===== src/rtl/mem_stage.sv =====
// Memory-access stage: runs a dual-issue bundle's loads/stores in slot order over
// one data-memory port and emits a registered two-slot writeback bundle.
module mem_stage #(
    parameter int AW = 32,
    parameter int DW = 32
) (
    input  logic                clk,
    input  logic                rst,
    input  logic                in_valid,
    output logic                in_ready,
    input  logic [1:0]          in_slot_vld,
    input  logic [1:0]          in_load,
    input  logic [1:0]          in_store,
    input  logic [1:0][1:0]     in_size,
    input  logic [1:0]          in_sext,
    input  logic [1:0][AW-1:0]  in_addr,
    input  logic [1:0][DW-1:0]  in_wdata,
    input  logic [1:0][DW-1:0]  in_result,
    input  logic [1:0][4:0]     in_wreg,
    output logic                dmem_req,
    output logic                dmem_we,
    output logic [AW-1:0]       dmem_addr,
    output logic [3:0]          dmem_be,
    output logic [DW-1:0]       dmem_wdata,
    input  logic                dmem_gnt,
    input  logic                dmem_rvalid,
    input  logic [DW-1:0]       dmem_rdata,
    output logic [1:0]          wb_valid,
    output logic [1:0][4:0]     wb_reg,
    output logic [1:0][DW-1:0]  wb_data,
    output logic [1:0]          wb_exc
);

    typedef enum logic [2:0] {IDLE, REQ0, WAIT0, REQ1, WAIT1, DONE} state_t;

    state_t state, state_nx;

    logic [1:0]          vld_q, st_q, exc_q, go_q, sext_q;
    logic [1:0][1:0]     size_q;
    logic [1:0][AW-1:0]  addr_q;
    logic [1:0][DW-1:0]  wdata_q, data_q;
    logic [1:0][4:0]     wreg_q;

    logic [1:0]          mem_op, mis, exc_in, go_in;
    logic                sel;

    function automatic logic [DW-1:0] load_ext(input logic [DW-1:0] rd, input logic [1:0] a,
                                               input logic [1:0] sz, input logic sx);
        logic [7:0]  b;
        logic [15:0] h;
        case (a)
            2'd0:    b = rd[7:0];
            2'd1:    b = rd[15:8];
            2'd2:    b = rd[23:16];
            default: b = rd[31:24];
        endcase
        h = a[1] ? rd[31:16] : rd[15:0];
        case (sz)
            2'b00:   return {{24{sx & b[7]}}, b};
            2'b01:   return {{16{sx & h[15]}}, h};
            default: return rd;
        endcase
    endfunction

    function automatic logic [3:0] store_be(input logic [1:0] a, input logic [1:0] sz);
        case (sz)
            2'b00:   return 4'b0001 << a;
            2'b01:   return 4'b0011 << a;
            default: return 4'b1111;
        endcase
    endfunction

    function automatic logic [DW-1:0] store_data(input logic [DW-1:0] wd, input logic [1:0] sz);
        case (sz)
            2'b00:   return {4{wd[7:0]}};
            2'b01:   return {2{wd[15:0]}};
            default: return wd;
        endcase
    endfunction

    // A misaligned slot0 cancels slot1 outright, so slot1 never raises its own exception then.
    always_comb begin
        mem_op = '0;
        mis    = '0;
        for (int unsigned i = 0; i < 2; i++) begin
            mem_op[i] = in_slot_vld[i] & (in_load[i] | in_store[i]);
            mis[i]    = mem_op[i] & (((in_size[i] == 2'b01) & in_addr[i][0]) |
                                     (in_size[i][1] & (in_addr[i][1:0] != 2'b00)));
        end
        exc_in = {mis[1] & ~mis[0], mis[0]};
        go_in  = {mem_op[1] & ~mis[1] & ~mis[0], mem_op[0] & ~mis[0]};
    end

    always_ff @(posedge clk or posedge rst) begin
        if (rst) state <= IDLE;
        else     state <= state_nx;
    end

    always_comb begin
        state_nx = state;
        case (state)
            IDLE:  if (in_valid) state_nx = go_in[0] ? REQ0 : (go_in[1] ? REQ1 : DONE);
            REQ0:  if (dmem_gnt) state_nx = st_q[0] ? (go_q[1] ? REQ1 : DONE) : WAIT0;
            WAIT0: if (dmem_rvalid) state_nx = go_q[1] ? REQ1 : DONE;
            REQ1:  if (dmem_gnt) state_nx = st_q[1] ? DONE : WAIT1;
            WAIT1: if (dmem_rvalid) state_nx = DONE;
            DONE:  state_nx = IDLE;
            default: state_nx = IDLE;
        endcase
    end

    always_comb begin
        in_ready   = (state == IDLE);
        sel        = (state == REQ1);
        dmem_req   = 1'b0;
        dmem_we    = 1'b0;
        dmem_addr  = '0;
        dmem_be    = '0;
        dmem_wdata = '0;
        if (state == REQ0 || state == REQ1) begin
            dmem_req   = 1'b1;
            dmem_we    = st_q[sel];
            dmem_addr  = {addr_q[sel][AW-1:2], 2'b00};
            dmem_be    = store_be(addr_q[sel][1:0], size_q[sel]);
            dmem_wdata = store_data(wdata_q[sel], size_q[sel]);
        end
    end

    always_ff @(posedge clk or posedge rst) begin
        if (rst) begin
            vld_q    <= '0;
            st_q     <= '0;
            exc_q    <= '0;
            go_q     <= '0;
            sext_q   <= '0;
            size_q   <= '0;
            addr_q   <= '0;
            wdata_q  <= '0;
            data_q   <= '0;
            wreg_q   <= '0;
            wb_valid <= '0;
            wb_exc   <= '0;
            wb_reg   <= '0;
            wb_data  <= '0;
        end else begin
            wb_valid <= '0;
            wb_exc   <= '0;
            if (state == IDLE && in_valid) begin
                vld_q  <= {in_slot_vld[1] & ~mis[0], in_slot_vld[0]};
                st_q   <= in_store & ~in_load;
                exc_q  <= exc_in;
                go_q   <= go_in;
                sext_q <= in_sext;
                size_q <= in_size;
                addr_q <= in_addr;
                wdata_q <= in_wdata;
                data_q <= in_result;
                wreg_q <= in_wreg;
            end
            if (state == WAIT0 && dmem_rvalid)
                data_q[0] <= load_ext(dmem_rdata, addr_q[0][1:0], size_q[0], sext_q[0]);
            if (state == WAIT1 && dmem_rvalid)
                data_q[1] <= load_ext(dmem_rdata, addr_q[1][1:0], size_q[1], sext_q[1]);
            if (state == DONE) begin
                for (int unsigned i = 0; i < 2; i++)
                    wb_valid[i] <= vld_q[i] & ~exc_q[i] & ~st_q[i] & (wreg_q[i] != 5'd0);
                wb_exc  <= exc_q;
                wb_reg  <= wreg_q;
                wb_data <= data_q;
            end
        end
    end

endmodule

===== config.mk =====
export PLATFORM = sky130hd
export DESIGN_NAME = mem_stage
export DESIGN_NICKNAME = d
export VERILOG_FILES = /design/src/rtl/mem_stage.sv
export SDC_FILE = /design/constraint.sdc
export NUM_CORES = 1
export LEC_CHECK = 0
export CAP_MARGIN = 30
export CORE_MARGIN = 3
export CORE_UTILIZATION = 50
export DETAILED_ROUTE_END_ITERATION = 7
export PLACE_DENSITY = 0.79
export REMOVE_ABC_BUFFERS = 1
export SLEW_MARGIN = 15
export SYNTH_ARGS = -nofsm -noshare
export SYNTH_HDL_FRONTEND = slang
export SYNTH_SLANG_ARGS = --single-unit

===== constraint.sdc =====
create_clock -name clk -period 21.6 [get_ports clk]
set_input_delay 3.24 -clock clk [delete_from_list [all_inputs] [get_ports clk]]
set_output_delay 3.24 -clock clk [all_outputs]
set_load 0.02 [all_outputs]

==> results.toml <==
[floorplan]
die_w_um = 177
core_sq_um = 28200
fp.dieH_um = 177
ioPinCount = 400
dieArea_sq_um = 31300
rows = 61
start_util_pct = 51.7

[logic_synthesis]
yosys-top-cells-area = "dfrtp_1, nand2_1, mux2_2"
syn_area_per_cell_sq_um = 9.43
synth.distinct_cells = 61
netlist_instances = 1547
synth_top_area_cell = "dfrtp_1"
synthArstFlopShare_pct = 100
yosys_warnings = 0
ys_seq_elements = 296
synth_edf_count = 0
ys.flop_type = "dfrtp_1"
synth_top_area_share_pct = 50.8
syn_area_sq_um = 14600
synth_seq_area_share_pct = 50.8

[critical_path]
cp_data_required_time_ns = 18.36
cp-startpoint = "state[1]$_DFFE_PP0P_"
rrSetupSlack_ns = 18.36
critPathKind = "register to primary output"
regToRegEndpoint = "data_q[36]$_DFFE_PP0P_"
cp_max_fo = 40
r2r_cells = 5
r2r_start = "state[1]$_DFFE_PP0P_"
arrival_ns = 4.01
crit_end = "dmem_wdata[17]"
startpoint_type = "register"
end_kind = "primary output"

[cells_and_area]
nets = 2141
stdcell_count = 2297
syn_to_final_growth_pct = 37.0
drive_gt1_share_pct = 9.20

[grt]
antenna_found_initial = 8
grt_usage_pct = 30.1
grt_pass1_wl_um = 73900
grt_overflow = 0
grt_pass1_vias = 13300
grt_max_degree = 201

[placement]
hpwl_um = 33200
io_buffers = 397
place_inst = 2225
gp_congestion = 0.871

[timing]
maxSlewHeadroom_pct = 17.0
finalSetupViolations = 0
min_period_ns = 7.25
hold_violations = 0
slew_viol_final = 0
min_period_over_period_pct = 33.6
max_freq_mhz = 138
rsz0062_at_grt = "no"
max_slew.worst_pin.slew_ns = 1.25
setup_tns_ns = 0
fin_skew_ns = 0.0206

[routing]
drc = 0
final_antenna_net_count = 0
dr.pass1.iters = 6
vias = 13000
viasPerCell = 5.67
drt-total-wl_um = 48200
routedWlPerCell_um = 21.0
drt_iter0_drc = 995

[pwr]
p_sw_w = 0.00119
pwr-share-clk_pct = 20.5
seqPwrFrac_pct = 33.5
p_per_area_nw_per_um2 = 150
power_frac_comb_pct = 46.0
p_leak_nw = 8.95
swShare_pct = 39.4
internal_power_w = 0.00182
irDropWorstVdd_uv = 83.0

[clocking]
clockRootBuffer = "clkbuf_16"
cts_tree = "built"
cts.reportedPaths.clkPinSlew_ns = 0.06
cts.sinks = 296
hold_buffers = 0
cts_buffers = 34
htreeDepth = 2
clock_path_buffers = 3
clk_latency_ns = 0.52
post_cts_buffers = 0
post_cts_resized = 0

[status]
status = "completed"

[worst_hold_path]
hold_path.class = "register to register"

[job]
drv_cap = 0
final cells by class:
class / count / area, sq um
inverter: 20 / 82.6
timing repair buffer: 421 / 4270
fill: 2139 / 8250
clock buffer: 49 / 1010
multi-input combinational: 1117 / 6550
clock inverter: 10 / 175
antenna: 6 / 15.0
tap: 378 / 473
sequential: 296 / 7410
metrics by stage:
stage          area [sq um]  setup WS, ns  utilization, %  total power [W]  hold slack, ns
5_1_grt               20000         14.21            70.8          0.00318           0.482
3_5_place_dp          18700         14.80            66.1          0.00238           0.455
3_3_place_gp          18600         14.89            65.9          0.00233           0.453
2_1_floorplan         14000          7.49               -          0.00185           0.438
4_1_cts               19900         14.19            70.3          0.00301           0.469
6_report              20000         14.35            70.8          0.00301           0.467
critical path, cell delays in order, from the launching register on:
cell,delay (ns)
dfrtp_4,0.76
buf_12,0.31
and3b_1,0.20
buf_4,0.35
mux2i_4,0.75
a211oi_1,0.12
a211oi_1,0.31
clkdlybuf4s50_1,0.68
logic make-up after synthesis:
logic type                share of synthesized area, %
AOI/OAI and AO/OA                                 10.9
xor gates and xnor gates                        0.0600
buffers and inverters                             4.54
DFF                                               50.8
muxes                                             13.4
other                                           0.0257
and+or+nand+nor                                   20.3
how the worst min path moves through the flow:
stage | startpoint | end | slack [ns] | cells past startpoint
final | wdata_q[18]$_DFFE_PP0P_ | wdata_q[18]$_DFFE_PP0P_ | 0.47 | 2
after global routing | wdata_q[23]$_DFFE_PP0P_ | wdata_q[23]$_DFFE_PP0P_ | 0.48 | 2
after CTS | wdata_q[18]$_DFFE_PP0P_ | wdata_q[18]$_DFFE_PP0P_ | 0.47 | 2
after detailed placement | wdata_q[18]$_DFFE_PP0P_ | wdata_q[18]$_DFFE_PP0P_ | 0.46 | 2
after global placement | wdata_q[18]$_DFFE_PP0P_ | wdata_q[18]$_DFFE_PP0P_ | 0.45 | 2
after floorplan | wdata_q[16]$_DFFE_PP0P_ | wdata_q[16]$_DFFE_PP0P_ | 0.44 | 2
routing by layer:
layer	up-vias	track usage, %	wire length [um]
li1	5997	-	-
met1	6333	37.3	18700
met2	574	50.3	23300
met3	106	8.67	4320
met4	6	11.2	1880
met5	-	0	34
power by group through the flow:
stage	sequential [W]	clock [W]	combinational, W
6_report	0.00101	0.000616	0.00139
5_1_grt	0.00104	0.000645	0.00150
4_1_cts	0.00102	0.000622	0.00137
3_5_place_dp	0.00102	0	0.00135
3_3_place_gp	0.00101	0	0.00132
2_1_floorplan	0.00106	0	0.000791
cells in the mapped netlist (2+ instances only):
library cell	n
a211oi_1	28
a21boi_0	6
a21boi_1	2
a21oi_1	48
a221oi_1	9
a222oi_1	16
a22oi_1	13
a311oi_1	7
a31o_2	2
a31oi_1	2
and3_1	2
buf_1	3
buf_2	62
buf_4	11
buf_6	5
clkbuf_1	34
clkinv_1	3
dfrtp_1	296
inv_1	17
mux2_2	84
mux2i_1	91
mux2i_4	3
nand2_1	499
nand2b_1	6
nand3_1	27
nand3b_1	18
nor2_1	79
nor2b_1	18
nor3_1	24
nor3b_1	3
nor4_1	7
o211ai_1	23
o21a_1	9
o21ai_0	34
o22ai_1	12
o31ai_1	12
or3_1	7
or4_1	2
cell usage in the layout (no fill, tap or decap), types with 7 or more instances in the layout:
cell | Yosys | routed
nand2_1 | 499 | 497
clkdlybuf4s50_1 | 0 | 397
dfrtp_1 | 296 | 295
mux2i_1 | 91 | 91
mux2_2 | 84 | 84
nor2_1 | 79 | 79
a21oi_1 | 48 | 48
clkbuf_16 | 0 | 37
o21ai_0 | 34 | 34
a211oi_1 | 28 | 28
nand3_1 | 27 | 27
nor3_1 | 24 | 24
o211ai_1 | 23 | 23
nor2b_1 | 18 | 18
nand3b_1 | 18 | 18
inv_1 | 17 | 16
a222oi_1 | 16 | 16
buf_4 | 11 | 14
a22oi_1 | 13 | 13
o22ai_1 | 12 | 12
o31ai_1 | 12 | 12
o21a_1 | 9 | 9
a221oi_1 | 9 | 9
clkbuf_1 | 34 | 8
nor4_1 | 7 | 7
or3_1 | 7 | 7
a311oi_1 | 7 | 7
No activity file was read; power rests on OpenSTA's default activity.
